<file path="config.mk">
export PLATFORM = sky130hd
export DESIGN_NAME = linebuf_reader
export DESIGN_NICKNAME = d
export VERILOG_FILES = /design/src/rtl/linebuf_pkg.sv /design/src/rtl/byte_fifo.sv /design/src/rtl/linebuf_reader.sv
export SDC_FILE = /design/constraint.sdc
export NUM_CORES = 1
export LEC_CHECK = 0
export ABC_AREA = 1
export CORE_MARGIN = 3
export CORE_UTILIZATION = 50
export DETAILED_ROUTE_END_ITERATION = 8
export MAX_ROUTING_LAYER = met4
export PLACE_DENSITY = 0.82
export SLEW_MARGIN = 20
export SYNTH_ARGS = -nofsm -noshare
export SYNTH_HDL_FRONTEND = slang
export SYNTH_HIERARCHICAL = 1
export SYNTH_SLANG_ARGS = --single-unit
</file>
<file path="constraint.sdc">
create_clock -name readClk -period 3.3 [get_ports readClk]
set_input_delay 0.495 -clock readClk [delete_from_list [all_inputs] [get_ports readClk]]
set_output_delay 0.495 -clock readClk [all_outputs]
set_load 0.05 [all_outputs]
</file>
<file path="src/rtl/linebuf_pkg.sv">
// Shared OCP command/response codes and FSM states for the line_buffer read path.
package linebuf_pkg;

    localparam int LINE_LEN_DEFAULT = 160;

    typedef enum logic [2:0] {
        MCMD_IDLE = 3'b000,
        MCMD_WR   = 3'b001,
        MCMD_RD   = 3'b010
    } mcmd_t;

    typedef enum logic [1:0] {
        SRESP_NULL = 2'b00,
        SRESP_DVA  = 2'b01,
        SRESP_ERR  = 2'b11
    } sresp_t;

    typedef enum logic [1:0] {
        ST_IDLE,
        ST_CMD,
        ST_RESP,
        ST_DONE
    } state_t;

    // The reserved code 2'b10 counts as no response.
    function automatic logic resp_present(input logic [1:0] resp);
        return (resp == SRESP_DVA) || (resp == SRESP_ERR);
    endfunction

endpackage

</file>
<file path="src/rtl/byte_fifo.sv">
// Small synchronous FIFO with registered head; no fall-through, count output.
module byte_fifo #(
    parameter int WIDTH = 9,
    parameter int DEPTH = 4,
    parameter int CNT_W = $clog2(DEPTH) + 1
) (
    input  logic             i_clk,
    input  logic             i_rst,
    input  logic             i_push,
    input  logic [WIDTH-1:0] i_din,
    input  logic             i_pop,
    output logic [WIDTH-1:0] o_dout,
    output logic [CNT_W-1:0] o_count
);

    localparam int PTR_W = $clog2(DEPTH);
    localparam logic [CNT_W-1:0] FULL_COUNT = CNT_W'(DEPTH);

    logic [WIDTH-1:0] r_mem [DEPTH];
    logic [PTR_W-1:0] r_wr_ptr;
    logic [PTR_W-1:0] r_rd_ptr;
    logic [CNT_W-1:0] r_count;
    logic             w_do_push;
    logic             w_do_pop;

    assign w_do_pop  = i_pop && (r_count != '0);
    assign w_do_push = i_push && ((r_count != FULL_COUNT) || w_do_pop);

    always_ff @(posedge i_clk or posedge i_rst) begin
        if (i_rst) begin
            for (int i = 0; i < DEPTH; i++) begin
                r_mem[i] <= '0;
            end
            r_wr_ptr <= '0;
            r_rd_ptr <= '0;
            r_count  <= '0;
        end else begin
            if (w_do_push) begin
                r_mem[r_wr_ptr] <= i_din;
                r_wr_ptr        <= r_wr_ptr + PTR_W'(1);
            end
            if (w_do_pop) begin
                r_rd_ptr <= r_rd_ptr + PTR_W'(1);
            end
            case ({w_do_push, w_do_pop})
                2'b10:   r_count <= r_count + CNT_W'(1);
                2'b01:   r_count <= r_count - CNT_W'(1);
                default: r_count <= r_count;
            endcase
        end
    end

    assign o_dout  = r_mem[r_rd_ptr];
    assign o_count = r_count;

endmodule

</file>
<file path="src/rtl/linebuf_reader.sv">
// OCP read master that walks one stored line byte by byte into a valid/ready
// stream, reporting a 16-bit checksum and a sticky error flag per line.
module linebuf_reader
    import linebuf_pkg::*;
#(
    parameter int LINE_LEN   = LINE_LEN_DEFAULT,
    parameter int FIFO_DEPTH = 4
) (
    input  logic        readClk,
    input  logic        readRst,
    input  logic        start,
    output logic        busy,
    output logic        done,
    output logic [15:0] line_sum,
    output logic        err,
    output logic [2:0]  linebuf_MCmd,
    output logic [7:0]  linebuf_MAddr,
    output logic [7:0]  linebuf_MData,
    input  logic        linebuf_SCmdAccept,
    input  logic [7:0]  linebuf_SData,
    input  logic [1:0]  linebuf_SResp,
    output logic        out_valid,
    input  logic        out_ready,
    output logic [7:0]  out_data,
    output logic        out_last
);

    localparam int CNT_W = $clog2(FIFO_DEPTH) + 1;
    localparam logic [CNT_W-1:0] DEPTH_COUNT = CNT_W'(FIFO_DEPTH);
    localparam logic [8:0] LAST_ADDR = 9'(LINE_LEN - 1);

    state_t      r_state, w_state_next;
    logic [8:0]  r_addr, w_addr_next;
    logic [15:0] r_sum, w_sum_next;
    logic        r_err, w_err_next;
    logic [2:0]  r_mcmd, w_mcmd_next;
    logic        r_busy, w_busy_next;
    logic        r_done, w_done_next;
    logic        r_cap_valid, w_cap_valid_next;
    logic        r_cap_err, w_cap_err_next;
    logic [7:0]  r_cap_data, w_cap_data_next;

    logic             w_resp_hit;
    logic             w_resp_err;
    logic [7:0]       w_resp_data;
    logic             w_push;
    logic [8:0]       w_push_entry;
    logic             w_pop;
    logic [CNT_W-1:0] w_fifo_count;
    logic [CNT_W-1:0] w_count_after;
    logic [8:0]       w_fifo_head;

    // A response captured alongside the accept takes priority over the live bus.
    assign w_resp_hit  = r_cap_valid || resp_present(linebuf_SResp);
    assign w_resp_err  = r_cap_valid ? r_cap_err  : (linebuf_SResp == SRESP_ERR);
    assign w_resp_data = r_cap_valid ? r_cap_data : linebuf_SData;

    assign out_valid = (w_fifo_count != '0);
    assign w_pop     = out_valid && out_ready;

    always_comb begin
        w_state_next     = r_state;
        w_addr_next      = r_addr;
        w_sum_next       = r_sum;
        w_err_next       = r_err;
        w_cap_valid_next = r_cap_valid;
        w_cap_err_next   = r_cap_err;
        w_cap_data_next  = r_cap_data;
        w_push           = 1'b0;
        w_push_entry     = '0;

        case (r_state)
            ST_IDLE: begin
                if (start) begin
                    w_err_next   = 1'b0;
                    w_sum_next   = '0;
                    w_addr_next  = '0;
                    w_state_next = ST_CMD;
                end
            end
            ST_CMD: begin
                if ((r_mcmd == MCMD_RD) && linebuf_SCmdAccept) begin
                    w_cap_valid_next = resp_present(linebuf_SResp);
                    w_cap_err_next   = (linebuf_SResp == SRESP_ERR);
                    w_cap_data_next  = linebuf_SData;
                    w_state_next     = ST_RESP;
                end
            end
            ST_RESP: begin
                if (w_resp_hit) begin
                    w_push           = 1'b1;
                    w_push_entry     = {(r_addr == LAST_ADDR), (w_resp_err ? 8'h00 : w_resp_data)};
                    w_cap_valid_next = 1'b0;
                    if (w_resp_err) begin
                        w_err_next = 1'b1;
                    end else begin
                        w_sum_next = r_sum + {8'h00, w_resp_data};
                    end
                    if (r_addr == LAST_ADDR) begin
                        w_state_next = ST_DONE;
                    end else begin
                        w_addr_next  = r_addr + 9'd1;
                        w_state_next = ST_CMD;
                    end
                end
            end
            ST_DONE: begin
                w_state_next = ST_IDLE;
            end
            default: begin
                w_state_next = ST_IDLE;
            end
        endcase

        // Registered outputs look one step ahead; the free-slot test uses the
        // occupancy after this edge so a read is only issued with space reserved.
        w_count_after = w_fifo_count + CNT_W'(w_push) - CNT_W'(w_pop);
        w_busy_next   = (w_state_next != ST_IDLE);
        w_done_next   = (w_state_next == ST_DONE);
        w_mcmd_next   = ((w_state_next == ST_CMD) && (w_count_after < DEPTH_COUNT)) ? MCMD_RD : MCMD_IDLE;
    end

    always_ff @(posedge readClk or posedge readRst) begin
        if (readRst) begin
            r_state     <= ST_IDLE;
            r_addr      <= '0;
            r_sum       <= '0;
            r_err       <= 1'b0;
            r_mcmd      <= MCMD_IDLE;
            r_busy      <= 1'b0;
            r_done      <= 1'b0;
            r_cap_valid <= 1'b0;
            r_cap_err   <= 1'b0;
            r_cap_data  <= '0;
        end else begin
            r_state     <= w_state_next;
            r_addr      <= w_addr_next;
            r_sum       <= w_sum_next;
            r_err       <= w_err_next;
            r_mcmd      <= w_mcmd_next;
            r_busy      <= w_busy_next;
            r_done      <= w_done_next;
            r_cap_valid <= w_cap_valid_next;
            r_cap_err   <= w_cap_err_next;
            r_cap_data  <= w_cap_data_next;
        end
    end

    byte_fifo #(
        .WIDTH (9),
        .DEPTH (FIFO_DEPTH)
    ) u_fifo (
        .i_clk   (readClk),
        .i_rst   (readRst),
        .i_push  (w_push),
        .i_din   (w_push_entry),
        .i_pop   (w_pop),
        .o_dout  (w_fifo_head),
        .o_count (w_fifo_count)
    );

    assign busy          = r_busy;
    assign done          = r_done;
    assign line_sum      = r_sum;
    assign err           = r_err;
    assign linebuf_MCmd  = r_mcmd;
    assign linebuf_MAddr = r_addr[7:0];
    assign linebuf_MData = 8'h00;
    assign out_data      = w_fifo_head[7:0];
    assign out_last      = w_fifo_head[8];

endmodule
</file>
==> results of run 1 <==
## worst register-to-register path: cells and delay by family (launching register included)
kind	cells	cell delay, ns
fa+ha+maj	1	0.37
flops	1	0.54
simple gates	6	0.95
compound gates	2	0.31
buf+inv	2	0.29
## final timing paths
check,from,to,cells past startpoint
setup / recovery,u_fifo/r_rd_ptr[0]$_DFFE_PP0P_,out_data[1],4
hold / removal,u_fifo/r_mem[20]$_DFFE_PP0P_,u_fifo/r_mem[20]$_DFFE_PP0P_,2
setup reg to reg,r_cap_valid$_DFFE_PP0P_,line_sum[15]$_DFFE_PP0P_,11
hold reg to reg,u_fifo/r_mem[20]$_DFFE_PP0P_,u_fifo/r_mem[20]$_DFFE_PP0P_,2
max in group asynchronous,readRst,u_fifo/r_mem[33]$_DFFE_PP0P_,3
min in group asynchronous,readRst,done$_DFF_PP0_,3
## synth_stat cells, drive strengths merged
master  count  share of area (%)
xor2        6                1.0
nand2     212                 16
buf        38                5.3
nor3        2               0.20
o22ai      10                1.2
a21oi      10                1.0
or2        11                1.4
fa          2               0.80
o21ai      47                5.1
ha         16                4.0
a21boi      1               0.15
o21bai      1               0.15
dfrtp      84                 42
inv        65                4.9
conb        1              0.075
nand4      41                5.1
a22o        1               0.17
nand3b      2               0.30
nand3      42                5.0
xnor2       4               0.70
clkbuf      3               0.22
nor2       58                4.8
and2        1               0.12
a31oi       1               0.12
## registers in the layout, indices dropped and copies added (netlist names)
signal,count
u_fifo/r_mem,36
line_sum,16
r_addr,9
r_cap_data,8
u_fifo/o_count,3
r_state,2
u_fifo/r_rd_ptr,2
u_fifo/r_wr_ptr,2
busy,1
done,1
err,1
linebuf_MCmd,1
r_cap_err,1
r_cap_valid,1
## layer usage
layer | wire length [microns] | GRT usage, %
met3 | 643 | 3.34
met4 | 212 | 8.05
met5 | 0 | -
met1 | 5340 | 29.7
met2 | 5510 | 34.1
## cells in the final DEF (no fill, tap or decap), drive strengths merged, types with 2 or more instances in the layout
cell type / synthesis / final
nor2: 58 / 58
o21ai: 47 / 47
dfrtp: 84 / 84
nand3: 42 / 42
buf: 38 / 5
clkinv: 0 / 2
a21oi: 10 / 10
conb: 1 / 10
clkbuf: 3 / 9
nand4: 41 / 41
ha: 16 / 16
fa: 2 / 2
inv: 65 / 68
nand3b: 2 / 2
nand2: 212 / 212
nor3: 2 / 2
o22ai: 10 / 10
clkinvlp: 0 / 2
xnor2: 4 / 4
or2: 11 / 11
xor2: 6 / 6
clkdlybuf4s50: 0 / 52
## logic make-up after synthesis
logic type	share of synthesized area [%]
simple gates	33.3
other cells	0.0747
xor+xnor	1.74
buf+inv	10.3
compound gates	7.90
fa+ha+maj	4.78
flops	41.9
## layout make-up
class / instances / area, sq um
Fill cell: 841 / 3820
Multi-Input combinational cell: 478 / 2430
Sequential cell: 84 / 2100
Timing Repair Buffer: 57 / 558
Inverter: 65 / 244
Tap cell: 129 / 161
Clock buffer: 9 / 124
Clock inverter: 7 / 57.6
## stage by stage
stage               power, mW  cell area, sq um  hold WS [ns]  utilization [%]
global route             4.73              5680         0.505             59.8
detailed placement       3.72              5500         0.454             57.9
global placement         3.64              5500         0.445             57.9
floorplan                3.15              5060         0.434                -
finish                   4.41              5680         0.475             59.8
CTS                      4.43              5680         0.477             59.8
## power groups by stage
| stage | Combinational [mW] | Sequential (mW) | Clock [mW] |
|---|---|---|---|
| 2_1_floorplan | 1.66 | 1.49 | 0 |
| 6_report | 2.32 | 1.40 | 0.692 |
| 4_1_cts | 2.32 | 1.39 | 0.709 |
| 5_1_grt | 2.55 | 1.43 | 0.756 |
| 3_5_place_dp | 2.31 | 1.41 | 0 |
| 3_3_place_gp | 2.24 | 1.40 | 0 |
==> impl_metrics.csv, run 1 <==
group,metric,value,unit
timing,worst_clock_skew,0.0186,ns
timing,period_share,89.5,%
detailed_routing,routed_wirelength,11.7,mm
setup_path,timing.reg2reg.setup_slack,0.74,ns
power,switching_share,49.4,%
finish,finalNetCount,728,
setup_path,timing.critical_path.max_delay_family,"buffers and inverters",
synthesis,ys_seq_elements,84,
place,port_buffers,52,
setup_path,critical-path-max-stage-delay,0.83,ns
setup_path,worst_setup_path_start_kind,"flop",
timing,final.min_clock_period,2.95,ns
place,numPlacedInstances,813,
finish,diodes,0,
detailed_routing,route.vias.total,4493,
clock_network,max-clock-path-buffers,2,
setup_path,crit_path_arrival_time,2.46,ns
clock_network,total_cts_buffers,9,
clock_network,tritoncts_clock_tree,"yes",
synthesis,mappedNetlistArea,5020,sq um
synthesis,yosysSeqAreaShare,41.9,%
global_route,grt_pass1_vias,4151,
floorplanning,num_io_pins,63,
floorplanning,rows,35,
place,placement.setup.worst_slack,0.531,ns
global_route,globalRouteTotalUtil,22.1,%
timing,final.setup.worst_slack,0.345,ns
clock_network,clock_sinks,84,
place,placer_congestion,0.863,
synthesis,synth_cells,659,
floorplanning,core_area,9500,sq um
place,hpwl,8.35,mm
setup_path,timing.critical_path.buf_inv,2,
finish,drive_gt1_share,8.00,%
power,ir_drop,0.000563,V
synthesis,yosysUniqueCellTypes,36,
power,pwr-share-comb,52.6,%
clock_network,cts.clk_slew.worst_paths,0.10,ns
timing,timing_worst_slew_pin_value,0.617,ns
setup_path,critical_path_required,2.80,ns
flow_run,max_cap_viol_count,0,
clock_network,h-tree-depth,3,
power,power_leakage,2.92,nW
power,power_density,776,nW/um^2
setup_path,critPathCaptureType,"output pin",
timing,slew-limit-headroom,58.9,%
global_route,grt_antenna_before_repair,0,
clock_network,cts-hold-fix-buffers,0,
finish,layoutNonFillerInstCount,829,
global_route,pin_count_of_the_biggest_net_entering_global_routing,44,
power,sequential_group_share_of_total_power,31.7,%
detailed_routing,routed_antenna_nets,0,
outcome,run_status,"finished clean",
finish,syn2layout_area_growth,13.1,%
clock_network,cts.repair.resized,0,
floorplanning,dieArea,11300,sq um
timing,finalHoldViolCount,0,
detailed_routing,detail_route.drc_violations,0,
timing,total_count_of_max_transition_violations_in_the_final_report,0,
setup_path,setup.worst_path.class,"flop to output pin",
detailed_routing,first_iter_violations,277,
floorplanning,die-height,106,microns
hold_path,worstHoldPathType,"flop to flop",
power,switching_power,2.18,mW
floorplanning,dieWidth,106,microns
clock_network,post-cts-setup-buffers,0,
detailed_routing,drt_first_pass_iters,6,
synthesis,synthesis.yosys.warnings,6,
power,clkPwrFrac,15.7,%
timing,aggregate_negative_setup_slack,0,ns
floorplanning,floorplan.initialDensity,52.9,%
timing,final-setup-viol-count,0,
clock_network,cts_root_buffer,"sky130_fd_sc_hd__clkbuf_8",
detailed_routing,drt-wirelength-per-cell,14.1,microns
setup_path,crit_path_top_delay_cell,"sky130_fd_sc_hd__clkdlybuf4s50_1",
timing,max_freq,338,MHz
timing,rsz0062_at_grt,"no",
setup_path,cp_cell_sequence,"inv_2 > o21ai_0 > o22ai_1 > clkdlybuf4s50_1",
global_route,global_route.overflow_total,0,
detailed_routing,vias_per_cell,5.42,
clock_network,clkLatencyLatePin,0.36,ns
power,intPower,2.23,mW
setup_path,timing.critical_path.fanout_max,20,
synthesis,synth.avg_cell_area,7.62,sq um
global_route,grt_first_pass_wirelength,19.8,mm
(Power assumes the default switching activity.)
==> inputs of run 2 (changes only) <==
--- a/config.mk
+++ b/config.mk
@@ -6,11 +6,13 @@
 export NUM_CORES = 1
 export LEC_CHECK = 0
 export ABC_AREA = 1
+export CELL_PAD_IN_SITES_DETAIL_PLACEMENT = 0
+export CELL_PAD_IN_SITES_GLOBAL_PLACEMENT = 1
 export CORE_MARGIN = 3
-export CORE_UTILIZATION = 50
+export CORE_UTILIZATION = 44
 export DETAILED_ROUTE_END_ITERATION = 8
 export MAX_ROUTING_LAYER = met4
-export PLACE_DENSITY = 0.82
+export PLACE_DENSITY = 0.94
 export SLEW_MARGIN = 20
 export SYNTH_ARGS = -nofsm -noshare
 export SYNTH_HDL_FRONTEND = slang
==> run 2 against run 1 <==
Compared with the run above: design area grew 2.1%; sequential share of layout area fell by 0.77 points; wire length up 4.4%; via count down 3.1%; setup slack better by 0.063 ns; sequential cell count unchanged; worst hold slack got worse by 0.0097 ns; utilization decreased by 7.0 points; non-clock buffer count grew 1; register-to-register slack lost 0.09 ns; die area grew 13%; sequential power is essentially flat; critical endpoint is now out_data[6]; largest power group unchanged; highest routed layer unchanged.
==> impl_metrics.csv, run 2 (same netlist as run 1, synthesis figures left out) <==
group,metric,value,unit
outcome,run_status,"finished clean",
timing,rsz0062_at_grt,"no",
place,placer_congestion,0.844,
detailed_routing,routed_antenna_nets,0,
floorplanning,die-height,113,microns
detailed_routing,route.vias.total,4353,
global_route,grt_first_pass_wirelength,20.5,mm
floorplanning,dieWidth,113,microns
setup_path,cp_cell_sequence,"inv_1 > o21ai_0 > o22ai_1 > clkdlybuf4s50_1",
timing,total_count_of_max_transition_violations_in_the_final_report,0,
timing,aggregate_negative_setup_slack,0,ns
floorplanning,floorplan.initialDensity,45.7,%
power,power,4.73,mW
setup_path,critical_path_required,2.80,ns
detailed_routing,detail_route.drc_violations,0,
global_route,grt_pass1_vias,4198,
setup_path,worst_setup_path_start_kind,"flop",
clock_network,tritoncts_clock_tree,"yes",
clock_network,cts_root_buffer,"sky130_fd_sc_hd__clkbuf_16",
setup_path,timing.critical_path.max_delay_family,"buffers and inverters",
timing,final.min_clock_period,2.89,ns
finish,nFillCells,1056,
global_route,globalRouteTotalUtil,20.3,%
detailed_routing,drt-wirelength-per-cell,14.6,microns
setup_path,timing.critical_path.fanout_max,12,
finish,regMostFlops,"u_fifo/r_mem",
timing,timing_worst_slew_pin_value,0.561,ns
timing,slew-limit-headroom,62.6,%
finish,layout.cells.most_common,"sky130_fd_sc_hd__nand2_1",
clock_network,cts.clk_slew.worst_paths,0.07,ns
setup_path,critical-path-max-stage-delay,0.84,ns
timing,finalHoldViolCount,0,
setup_path,critical_path_depth,4,
setup_path,worst-r2r-cell-count,11,
clock_network,clock_sinks,84,
setup_path,crit_path_arrival_time,2.40,ns
clock_network,clkLatencyLatePin,0.34,ns
finish,finalNetCount,729,
setup_path,crit_path_start,"u_fifo/r_rd_ptr[1]$_DFFE_PP0P_",
detailed_routing,routed_wirelength,12.2,mm
finish,drive_gt1_share,7.87,%
setup_path,setup.worst_path.class,"flop to output pin",
floorplanning,core_area,11000,sq um
timing,worst_clock_skew,0.0108,ns
finish,diodes,0,
finish,syn2layout_area_growth,15.5,%
clock_network,post-cts-setup-buffers,0,
power,power_density,816,nW/um^2
finish,layout.cells.most_common_list,"sky130_fd_sc_hd__nand2_1, sky130_fd_sc_hd__dfrtp_1, sky130_fd_sc_hd__inv_1, sky130_fd_sc_hd__nor2_1, sky130_fd_sc_hd__clkdlybuf4s50_1",
floorplanning,dieArea,12700,sq um
timing,period_share,87.7,%
place,port_buffers,52,
flow_run,max_cap_viol_count,0,
global_route,pin_count_of_the_biggest_net_entering_global_routing,44,
clock_network,cts.repair.resized,0,
place,hpwl,8.54,mm
detailed_routing,vias_per_cell,5.19,
finish,multi_input_area,2430,sq um
clock_network,cts-hold-fix-buffers,0,
hold_path,worstHoldPathType,"flop to flop",
finish,regArea,2100,sq um
clock_network,h-tree-depth,3,
detailed_routing,first_iter_violations,266,
setup_path,timing.reg2reg.setup_slack,0.65,ns
setup_path,rr_startpoint,"r_cap_valid$_DFFE_PP0P_",
setup_path,worstSetupEndpoint,"out_data[6]",
timing,final-setup-viol-count,0,
floorplanning,num_io_pins,63,
power,ir_drop,0.000509,V
setup_path,timing.critical_path.buf_inv,2,
detailed_routing,drt_first_pass_iters,5,
setup_path,r2r_end,"line_sum[15]$_DFFE_PP0P_",
timing,max_freq,346,MHz
power,power_leakage,2.97,nW
global_route,grt_antenna_before_repair,0,
clock_network,total_cts_buffers,9,
finish,largest_register_ff_count,36,
setup_path,critPathCaptureType,"output pin",
global_route,global_route.overflow_total,0,
setup_path,crit_path_top_delay_cell,"sky130_fd_sc_hd__clkdlybuf4s50_1",
floorplanning,rows,38,
clock_network,max-clock-path-buffers,2,
==> run 2: worst reg2reg max path: cells and delay by family (launching register included) <==
kind / cells / cell delay, ns
adders and majority gates: 1 / 0.37
AOI/OAI and AO/OA: 2 / 0.32
buffers and inverters: 2 / 0.31
and+or+nand+nor: 6 / 0.98
DFF: 1 / 0.56
==> run 2: final cells by class <==
class	count	area share [%]
multi-input cells	478	42.0
flip-flops and latches	84	36.2
repair buffers	58	9.75
inverters	65	4.21
clock buffers	9	3.88
well taps	140	3.02
clock inverters	5	0.949
==> run 2: metrics by stage <==
stage | setup slack, ns | utilization (%) | instance area, sq um | hold WS [ns] | std cells
2_1_floorplan | 1.12 | - | 5060 | 0.434 | 668
3_3_place_gp | 0.727 | 50.3 | 5520 | 0.446 | 825
3_5_place_dp | 0.602 | 50.3 | 5520 | 0.453 | 825
4_1_cts | 0.382 | 52.8 | 5800 | 0.468 | 839
5_1_grt | 0.267 | 52.8 | 5800 | 0.489 | 839
6_report | 0.408 | 52.8 | 5800 | 0.465 | 839
==> run 2: power breakdown <==
part | total, mW | switching [mW] | internal (mW) | leakage (nW)
Sequential | 1.38 | 0.184 | 1.20 | 1.14
Combinational | 2.37 | 1.61 | 0.756 | 1.69
Clock | 0.980 | 0.405 | 0.575 | 0.133
==> run 2: metal layers <==
layer  global-route usage, %  vias to the layer above  wire length, microns
met5                       -                        -                     0
met4                    4.33                        0                    74
met3                    4.76                        6                   614
met2                    31.2                      100                  5800
met1                    27.6                     2064                  5740
li1                        -                     2183                     -
==> run 2: worst min-delay path by stage <==
| stage | slack (ns) | startpoint | to | cells past startpoint |
|---|---|---|---|---|
| after floorplan | 0.43 | r_cap_data[1]$_DFFE_PP0P_ | r_cap_data[1]$_DFFE_PP0P_ | 2 |
| after global placement | 0.45 | r_cap_data[3]$_DFFE_PP0P_ | r_cap_data[3]$_DFFE_PP0P_ | 2 |
| after detailed placement | 0.45 | u_fifo/r_mem[24]$_DFFE_PP0P_ | u_fifo/r_mem[24]$_DFFE_PP0P_ | 2 |
| after CTS | 0.47 | u_fifo/r_mem[24]$_DFFE_PP0P_ | u_fifo/r_mem[24]$_DFFE_PP0P_ | 2 |
| after global routing | 0.49 | u_fifo/r_mem[10]$_DFFE_PP0P_ | u_fifo/r_mem[10]$_DFFE_PP0P_ | 2 |
| final | 0.47 | u_fifo/r_mem[21]$_DFFE_PP0P_ | u_fifo/r_mem[21]$_DFFE_PP0P_ | 2 |
==> inputs of run 3 (changes only) <==
--- a/config.mk
+++ b/config.mk
@@ -8,6 +8,7 @@
 export ABC_AREA = 1
 export CELL_PAD_IN_SITES_DETAIL_PLACEMENT = 0
 export CELL_PAD_IN_SITES_GLOBAL_PLACEMENT = 1
+export CORE_ASPECT_RATIO = 1.2
 export CORE_MARGIN = 3
 export CORE_UTILIZATION = 44
 export DETAILED_ROUTE_END_ITERATION = 8
==> run 3 against run 2 <==
Compared with the run above: design area increased by 0.60%; clock-buffer cell count increased by 4; clock power rose by 5%; highest routed layer unchanged; worst hold slack worse by 0.00090 ns; cell count increased by 1.8%; sequential cell count stayed put; first-iteration DRC count shrank 21%; power rose by 0.44%; combinational power decreased by 2%; register-to-register slack gained 0.07 ns; sequential power about the same; via count shrank 0.53%.
==> impl_metrics.csv, run 3 (same netlist as run 1, synthesis figures left out) <==
group,metric,value,unit
outcome,run_status,"finished clean",
setup_path,critPathCaptureType,"output pin",
detailed_routing,drt-wirelength-per-cell,13.8,microns
global_route,grt_pass1_vias,4177,
setup_path,crit_path_start,"u_fifo/r_rd_ptr[0]$_DFFE_PP0P_",
detailed_routing,detail_route.drc_violations,0,
timing,period_share,90.6,%
clock_network,cts.clk_slew.worst_paths,0.06,ns
finish,syn2layout_area_growth,16.2,%
finish,layout.cells.most_common,"sky130_fd_sc_hd__nand2_1",
timing,finalHoldViolCount,0,
global_route,grt_first_pass_wirelength,20.1,mm
power,intPower,2.57,mW
floorplanning,dieWidth,104,microns
place,placement.setup.worst_slack,0.603,ns
global_route,grt_antenna_before_repair,0,
finish,diodes,0,
clock_network,clock_sinks,84,
floorplanning,core_area,11100,sq um
finish,finalNetCount,728,
timing,max_freq,335,MHz
setup_path,worst_setup_path_start_kind,"flop",
power,ir_drop,0.000327,V
floorplanning,dieArea,12700,sq um
place,placer_congestion,0.939,
timing,timing_worst_slew_pin_value,0.686,ns
setup_path,timing.critical_path.fanout_max,20,
setup_path,worst-r2r-cell-count,13,
power,switching_power,2.18,mW
global_route,globalRouteTotalUtil,19.9,%
clock_network,tritoncts_clock_tree,"yes",
place,port_buffers,52,
detailed_routing,first_iter_violations,209,
clock_network,post-cts-setup-buffers,0,
setup_path,r2r_end,"line_sum[15]$_DFFE_PP0P_",
clock_network,cts_root_buffer,"sky130_fd_sc_hd__clkbuf_16",
setup_path,crit_path_arrival_time,2.49,ns
finish,regMostFlops,"u_fifo/r_mem",
clock_network,total_cts_buffers,9,
timing,rsz0062_at_grt,"no",
power,power_leakage,2.97,nW
global_route,pin_count_of_the_biggest_net_entering_global_routing,44,
floorplanning,die-height,123,microns
detailed_routing,routed_antenna_nets,0,
setup_path,critical_path_required,2.80,ns
detailed_routing,drt_first_pass_iters,4,
global_route,global_route.overflow_total,0,
setup_path,worstSetupEndpoint,"out_last",
clock_network,max-clock-path-buffers,2,
setup_path,critical-path-max-stage-delay,0.78,ns
power,sequential_group_share_of_total_power,29.4,%
timing,total_count_of_max_transition_violations_in_the_final_report,0,
timing,aggregate_negative_setup_slack,0,ns
power,power_density,814,nW/um^2
flow_run,max_cap_viol_count,0,
clock_network,cts-hold-fix-buffers,0,
detailed_routing,route.vias.total,4330,
setup_path,setup.worst_path.class,"flop to output pin",
detailed_routing,routed_wirelength,11.8,mm
finish,drive_gt1_share,7.71,%
timing,slew-limit-headroom,54.3,%
timing,worst_clock_skew,0.00758,ns
timing,final.setup.worst_slack,0.311,ns
place,hpwl,8.43,mm
detailed_routing,vias_per_cell,5.07,
clock_network,cts.repair.resized,0,
setup_path,timing.reg2reg.setup_slack,0.72,ns
power,pwr-share-comb,48.9,%
floorplanning,rows,42,
clock_network,h-tree-depth,3,
clock_network,clkLatencyLatePin,0.34,ns
power,switching_share,45.9,%
setup_path,crit_path_top_delay_cell,"sky130_fd_sc_hd__dfrtp_1",
setup_path,cp_cell_sequence,"inv_2 > o21ai_0 > o22ai_1 > clkdlybuf4s50_1",
timing,final-setup-viol-count,0,
floorplanning,num_io_pins,63,
power,clkPwrFrac,21.7,%
setup_path,rr_startpoint,"r_cap_valid$_DFFE_PP0P_",
hold_path,worstHoldPathType,"flop to flop",
floorplanning,floorplan.initialDensity,45.3,%
finish,largest_register_ff_count,36,
timing,final.min_clock_period,2.99,ns
finish,layout.cells.most_common_list,"sky130_fd_sc_hd__nand2_1, sky130_fd_sc_hd__dfrtp_1, sky130_fd_sc_hd__inv_1, sky130_fd_sc_hd__nor2_1, sky130_fd_sc_hd__clkdlybuf4s50_1",
-- run 3: final cells by class --
class                      count  area (sq um)
clock inverter                 3          45.0
clock buffer                  13           260
tap                          154           193
timing repair buffer          57           558
multi-input combinational    478          2430
fill                        1087          5250
sequential                    84          2100
inverter                      65           244
-- run 3: worst min path at each step --
stage / startpoint / endpoint / slack (ns) / cells after the start
global route: u_fifo/r_mem[20]$_DFFE_PP0P_ / u_fifo/r_mem[20]$_DFFE_PP0P_ / 0.49 / 2
floorplan: r_cap_data[1]$_DFFE_PP0P_ / r_cap_data[1]$_DFFE_PP0P_ / 0.43 / 2
global placement: r_cap_data[2]$_DFFE_PP0P_ / r_cap_data[2]$_DFFE_PP0P_ / 0.45 / 2
finish: u_fifo/r_mem[26]$_DFFE_PP0P_ / u_fifo/r_mem[26]$_DFFE_PP0P_ / 0.46 / 2
detailed placement: u_fifo/r_mem[19]$_DFFE_PP0P_ / u_fifo/r_mem[19]$_DFFE_PP0P_ / 0.45 / 2
CTS: u_fifo/r_mem[19]$_DFFE_PP0P_ / u_fifo/r_mem[19]$_DFFE_PP0P_ / 0.47 / 2
-- run 3: power groups by stage --
stage / combinational (mW) / clock, mW / sequential [mW]
after floorplan: 1.66 / 0 / 1.49
after global placement: 2.28 / 0 / 1.41
after detailed placement: 2.33 / 0 / 1.42
after CTS: 2.33 / 1.05 / 1.40
after global routing: 2.55 / 1.10 / 1.43
final: 2.32 / 1.03 / 1.40
-- run 3: metrics by stage --
step                util (%)  instances  power (mW)  area (sq um)  hold slack, ns
floorplan                  -        668        3.15          5060           0.434
finish                  52.6        854        4.75          5840           0.464
detailed placement      49.9        838        3.74          5530           0.453
CTS                     52.6        854        4.79          5840           0.468
global route            52.6        854        5.08          5840           0.486
global placement        49.9        838        3.69          5530           0.448
-- run 3: worst max-delay path: cells and delay by family, from the launching register on --
kind | cells | cell delay [ns]
AO/OA/AOI/OAI | 2 | 0.36
buffers and inverters | 2 | 1.02
flip-flops | 1 | 0.78
-- run 3: layer usage --
layer / share of wire [%] / global-route usage (%)
met5: 0 / -
met4: 1.9 / 7.73
met3: 3.6 / 3.66
met2: 48 / 32.6
met1: 46 / 24.7
==> variant 1 (flow settings as in run 2) <==
Register the output `err` once more; this adds one clock of latency there. The other outputs are not delayed to match.
--- a/src/rtl/linebuf_reader.sv
+++ b/src/rtl/linebuf_reader.sv
@@ -162,7 +162,9 @@
     assign busy          = r_busy;
     assign done          = r_done;
     assign line_sum      = r_sum;
-    assign err           = r_err;
+    always_ff @(posedge readClk) begin
+        err <= r_err;
+    end
     assign linebuf_MCmd  = r_mcmd;
     assign linebuf_MAddr = r_addr[7:0];
     assign linebuf_MData = 8'h00;
Function: changed (a bounded check fails within 4 cycles, from zero or initial values and one cycle with readRst high).
==> variant 1 against run 2 <==
Final area is 1.4% higher; die area is 0.38% higher; sequential cell count is 1 higher; critical path type unchanged; setup slack worse by 23 ps; wire length is 0.47% lower; synthesized area is 0.40% higher; power is 4.4% higher; highest routed layer unchanged; largest power group unchanged; register-to-register slack better by 60 ps; global-route usage is 0.56 points higher; critical path depth stayed put.
==> variant 1: results (changes against run 2) <==
* Final nets at 730 (was 729)
* R2r setup slk at 710 ps (was 650 ps)
* Met1 GRT Util at 0.284 (was 0.276)
* # setup viols final at 0 (unchanged)
* Tot Pwr at 4940 uW (was 4730 uW)
* Post-Synth Adder-Cell Area at 0.0476 (was 0.0478)
* Vias in the first global route at 4328 (was 4198)
* Post-synthesis mux area share at 0 (unchanged)
* Worst min-delay path category: reg2reg (unchanged)
* Max FFs per register at 36 (unchanged)
* Met2 usage at 0.317 (was 0.312)
* Fraction of layout cells with a size suffix above 1 at 0.0783 (was 0.0787)
* # H-tree levels at 3 (unchanged)
* DR vias at 4431 (was 4353)
* Max rail drop VDD at 0.411 mV (was 0.509 mV)
* Routed wl met3 at 606 um (was 614 um)
* Slew HR at 0.622 (was 0.626)
* Cells after DPL at 826 (was 825)
* Hold Path End: err$_DFF_P_ (was u_fifo/r_mem[21]$_DFFE_PP0P_)
* Met2 wire len at 5650 um (was 5800 um)
* Xor and xnor area share after synthesis at 0.0174 (about the same)
* Clock Path Buffers at 2 (unchanged)
* Worst Path Arrival at 2420 ps (was 2400 ps)
* Final GP Congestion at 0.823 (was 0.844)
* Worst setup path endpoint: out_data[5] (was out_data[6])
* PortBufs at 52 (unchanged)
* Worst Reg-to-Reg Cells at 12 (was 11)
* Starting DRT DRC Count at 331 (was 266)
* Most area-consuming cells after synthesis: dfrtp_1, nand2_1, nand4_1 (unchanged)
* Async set-reset flop share out of synthesis at 0.988 (was 1.00)
* Worst Hold Slack at 377 ps (was 465 ps)
* Compound-Gate Fraction of Synth Area at 0.0787 (was 0.0790)
* Net Sw Frac at 0.447 (was 0.465)
* Largest net degree at the start of global routing at 44 (unchanged)
* Met3 Resource Use GR at 0.0385 (was 0.0476)
* Gr usage total at 0.209 (was 0.203)
* Skew final at 6.57 ps (was 10.8 ps)
* Sequential Power Share at 0.283 (was 0.292)
* Outcome: finished, final reports clean (unchanged)
* Sequential area share after synthesis at 0.421 (was 0.419)
* # diodes at 0 (unchanged)
* Critical R2R Capture: line_sum[13]$_DFFE_PP0P_ (was line_sum[15]$_DFFE_PP0P_)
* Hold depth at 0 (was 2)
* Synth cell types at 37 (was 36)
* Clk root buf: clkbuf_16 (unchanged)
* Min-delay src: r_err$_DFFE_PP0P_ (was u_fifo/r_mem[21]$_DFFE_PP0P_)
* Clock power share at 0.237 (was 0.207)
* DRT Pass-1 Iters at 4 (was 5)
* Leakage Power at 0.00301 uW (was 0.00297 uW)
* Final cell count without fillers at 842 (was 839)
* First-pass GRT wire length at 20900 um (was 20500 um)
* CTS Hold Buffers Added at 0 (unchanged)
* Crit-path leading delay family: buffers and inverters (unchanged)
* Crit-path slowest cell: clkdlybuf4s50_1 (unchanged)
* Detailed placement HPWL at 8640 um (was 8540 um)
* M1 wire length at 5760 um (was 5740 um)
* Syn avg cell area at 7.64 um2 (was 7.62 um2)
* Routed WL at 12200 um (about the same)
[variant 1: cell types whose count changed after synthesis, sizes merged]
cell   delta
dfxtp     +1
[variant 1: kinds of logic (layout without fill, tap and decap cells)]
logic type                 after synthesis  count (layout)
other                                    1              10
xor gates and xnor gates                10              10
AOI/OAI and AO/OA                       71              71
DFF                                     85              85
adders and majority gates               18              18
and+or+nand+nor                        369             369
buffers and inverters                  106             139
[variant 1: stage by stage]
step                      instance area [um2]   util  setup slack [ps]
final                                    5880  0.533               385
after global routing                     5880  0.533               301
after CTS                                5880  0.533               391
after detailed placement                 5540  0.502               632
after global placement                   5540  0.502               713
after floorplan                          5080      -              1120
[variant 1: area by class of cell]
type                    instances  area (um2)
repair buffers                 58         566
clock inverters                 4        95.1
multi-input cells             478        2430
fillers                      1087        5150
well taps                     140         175
clock buffers                  12         246
flip-flops and latches         85        2120
inverters                      65         244
==> variant 2 (config.mk and constraints of run 2) <==
Without the edit above. The parameter `FIFO_DEPTH` goes from 4 to 8.
--- a/src/rtl/linebuf_reader.sv
+++ b/src/rtl/linebuf_reader.sv
@@ -4,7 +4,7 @@
     import linebuf_pkg::*;
 #(
     parameter int LINE_LEN   = LINE_LEN_DEFAULT,
-    parameter int FIFO_DEPTH = 4
+    parameter int FIFO_DEPTH = 8
 ) (
     input  logic        readClk,
     input  logic        readRst,
Formal check against the unedited RTL: same outputs for any inputs over 4 cycles, from zero or initial values and one cycle with readRst high; that may be too few to reach the edited logic, so the function may still have changed.
==> variant 2 against run 2 <==
Sequential cell count up 39; wire length grew 30%; setup slack gained 290 ps; power increased by 40%; cell count is 36% higher; synthesized area grew 37%; die area grew 35%; final area increased by 37%; critical path type unchanged; largest cell class unchanged; highest routed layer unchanged.
==> variant 2: results (changes against run 2) <==
* Outcome: finished, final reports clean (unchanged)
* Critical R2R Capture: line_sum[15]$_DFFE_PP0P_ (unchanged)
* R2r setup slk at 720 ps (was 650 ps)
* Worst path max stage delay at 810 ps (was 840 ps)
* Avg Vias per Cell at 4.93 (was 5.19)
* Worst Reg-to-Reg Cells at 11 (unchanged)
* Synthesized instance count at 881 (was 659)
* YS warnings at 6 (unchanged)
* Worst min-delay path category: reg2reg (unchanged)
* Storage element area at 3080 um2 (was 2100 um2)
* Skew final at 5.59 ps (was 10.8 ps)
* Worst Path Arrival at 2110 ps (was 2400 ps)
* PortBufs at 52 (unchanged)
* DP Area at 7410 um2 (was 5520 um2)
* Worst-path clk slew at 50 ps (was 70 ps)
* Gr usage total at 0.197 (was 0.203)
* Initial antenna violation count at 0 (unchanged)
* Fraction of layout cells with a size suffix above 1 at 0.104 (was 0.0787)
* Primary FF master, synth: dfrtp_1 (unchanged)
* Critical Path Source: u_fifo/o_count[2]$_DFFE_PP0P_ (was u_fifo/r_rd_ptr[1]$_DFFE_PP0P_)
* Fill count at 1487 (was 1056)
* Worst slew pin tran at 642 ps (was 561 ps)
* Worst skew pair latency at 420 ps (was 340 ps)
* Min-delay src: r_cap_data[4]$_DFFE_PP0P_ (was u_fifo/r_mem[21]$_DFFE_PP0P_)
* Max FFs per register at 72 (was 36)
* DRT Pass-1 Iters at 5 (unchanged)
* Most area-consuming cells after synthesis: dfrtp_1, nand2_1, o21ai_0 (was dfrtp_1, nand2_1, nand4_1)
* Commonest cells post-synth: nand2_1, dfrtp_1, nor2_1 (was nand2_1, dfrtp_1, inv_1)
* Vias in the first global route at 5464 (was 4198)
* # H-tree levels at 4 (was 3)
* Worst setup path endpoint: out_valid (was out_data[6])
* # diodes at 0 (unchanged)
* Starting DRT DRC Count at 320 (was 266)
* Max rail drop VDD at 0.537 mV (was 0.509 mV)
* Final cell count without fillers at 1145 (was 839)
* Cts bufs inserted at 17 (was 9)
* Sequential area share after synthesis at 0.446 (was 0.419)
* Final GP Congestion at 0.842 (was 0.844)
* Clock Path Buffers at 2 (unchanged)
* Post-route ant nets at 0 (unchanged)
* First-pass GRT wire length at 27000 um (was 20500 um)
* Setup bufs post-CTS at 0 (unchanged)
* Async set-reset flop share out of synthesis at 1.00 (unchanged)
* Synth cell types at 42 (was 36)
* CP max FO at 7 (was 12)
* P_int at 3710 uW (was 2530 uW)
* Leakage Power at 0.00374 uW (was 0.00297 uW)
* Final nets at 955 (was 729)
* Drt wl/cell at 13.9 um (was 14.6 um)
* Largest net degree at the start of global routing at 83 (was 44)
* Crit-path slowest cell: clkdlybuf4s50_1 (unchanged)
* Detailed placement HPWL at 10700 um (was 8540 um)
-- variant 2: cell count changes after synthesis, moves of 13 or more --
cell,delta
o21ai_2,+13
dfrtp_1,+39
inv_1,+13
o21ai_0,+40
nand4_1,-37
nor2_1,+54
o21ai_1,+57
nand2_1,+44
-- variant 2: worst max-delay path: cells and delay by family (launching register included) --
family | cells | cell delay (ps)
DFF | 1 | 470
buffers and inverters | 2 | 910
and+or+nand+nor | 1 | 110
adders and majority gates | 1 | 200
-- variant 2: how the worst min path moves through the flow --
stage / slack [ps] / end / cells after the start
global route: 490 / r_cap_data[7]$_DFFE_PP0P_ / 2
detailed placement: 450 / r_cap_data[1]$_DFFE_PP0P_ / 2
CTS: 470 / r_cap_data[1]$_DFFE_PP0P_ / 2
finish: 470 / r_cap_data[4]$_DFFE_PP0P_ / 2
floorplan: 430 / r_cap_data[1]$_DFFE_PP0P_ / 2
global placement: 450 / r_cap_data[7]$_DFFE_PP0P_ / 2
-- variant 2: per-layer routing --
layer | vias up | part of all wire | GRT usage
met3 | 27 | 0.044 | 0.0371
met1 | 2631 | 0.46 | 0.248
li1 | 2861 | - | -
met4 | 0 | 0.019 | 0.0665
met2 | 125 | 0.48 | 0.322
met5 | - | 0 | -
-- variant 2: through the flow --
| stage | total power (uW) | setup slack (ps) |
|---|---|---|
| 2_1_floorplan | 4170 | 635 |
| 3_3_place_gp | 4910 | 618 |
| 3_5_place_dp | 4920 | 591 |
| 4_1_cts | 6690 | 663 |
| 5_1_grt | 7100 | 500 |
| 6_report | 6630 | 697 |
-- variant 2: cells by family (layout without fill, tap and decap cells) --
group                      Yosys count  in the layout  synth area share
AOI/OAI and AO/OA                  170            170             0.135
xor gates and xnor gates            12             12            0.0152
adders and majority gates           19             19            0.0356
buffers and inverters              125            169            0.0920
DFF                                123            123             0.446
other                                1             10          0.000544
and+or+nand+nor                    431            431             0.275
-- variant 2: power by group through the flow --
stage | Sequential (uW) | Clock (uW) | Combinational (uW)
floorplan | 2040 | 0 | 2130
global placement | 1940 | 0 | 2960
detailed placement | 1950 | 0 | 2980
CTS | 1920 | 1770 | 3000
global route | 1960 | 1850 | 3290
finish | 1930 | 1740 | 2960
-- variant 2: layout make-up --
class                   count  area share
inverters                  80      0.0382
clock buffers              21      0.0578
well taps                 211      0.0331
clock inverters            11      0.0119
flip-flops and latches    123       0.386
multi-input cells         642       0.404
repair buffers             57      0.0688
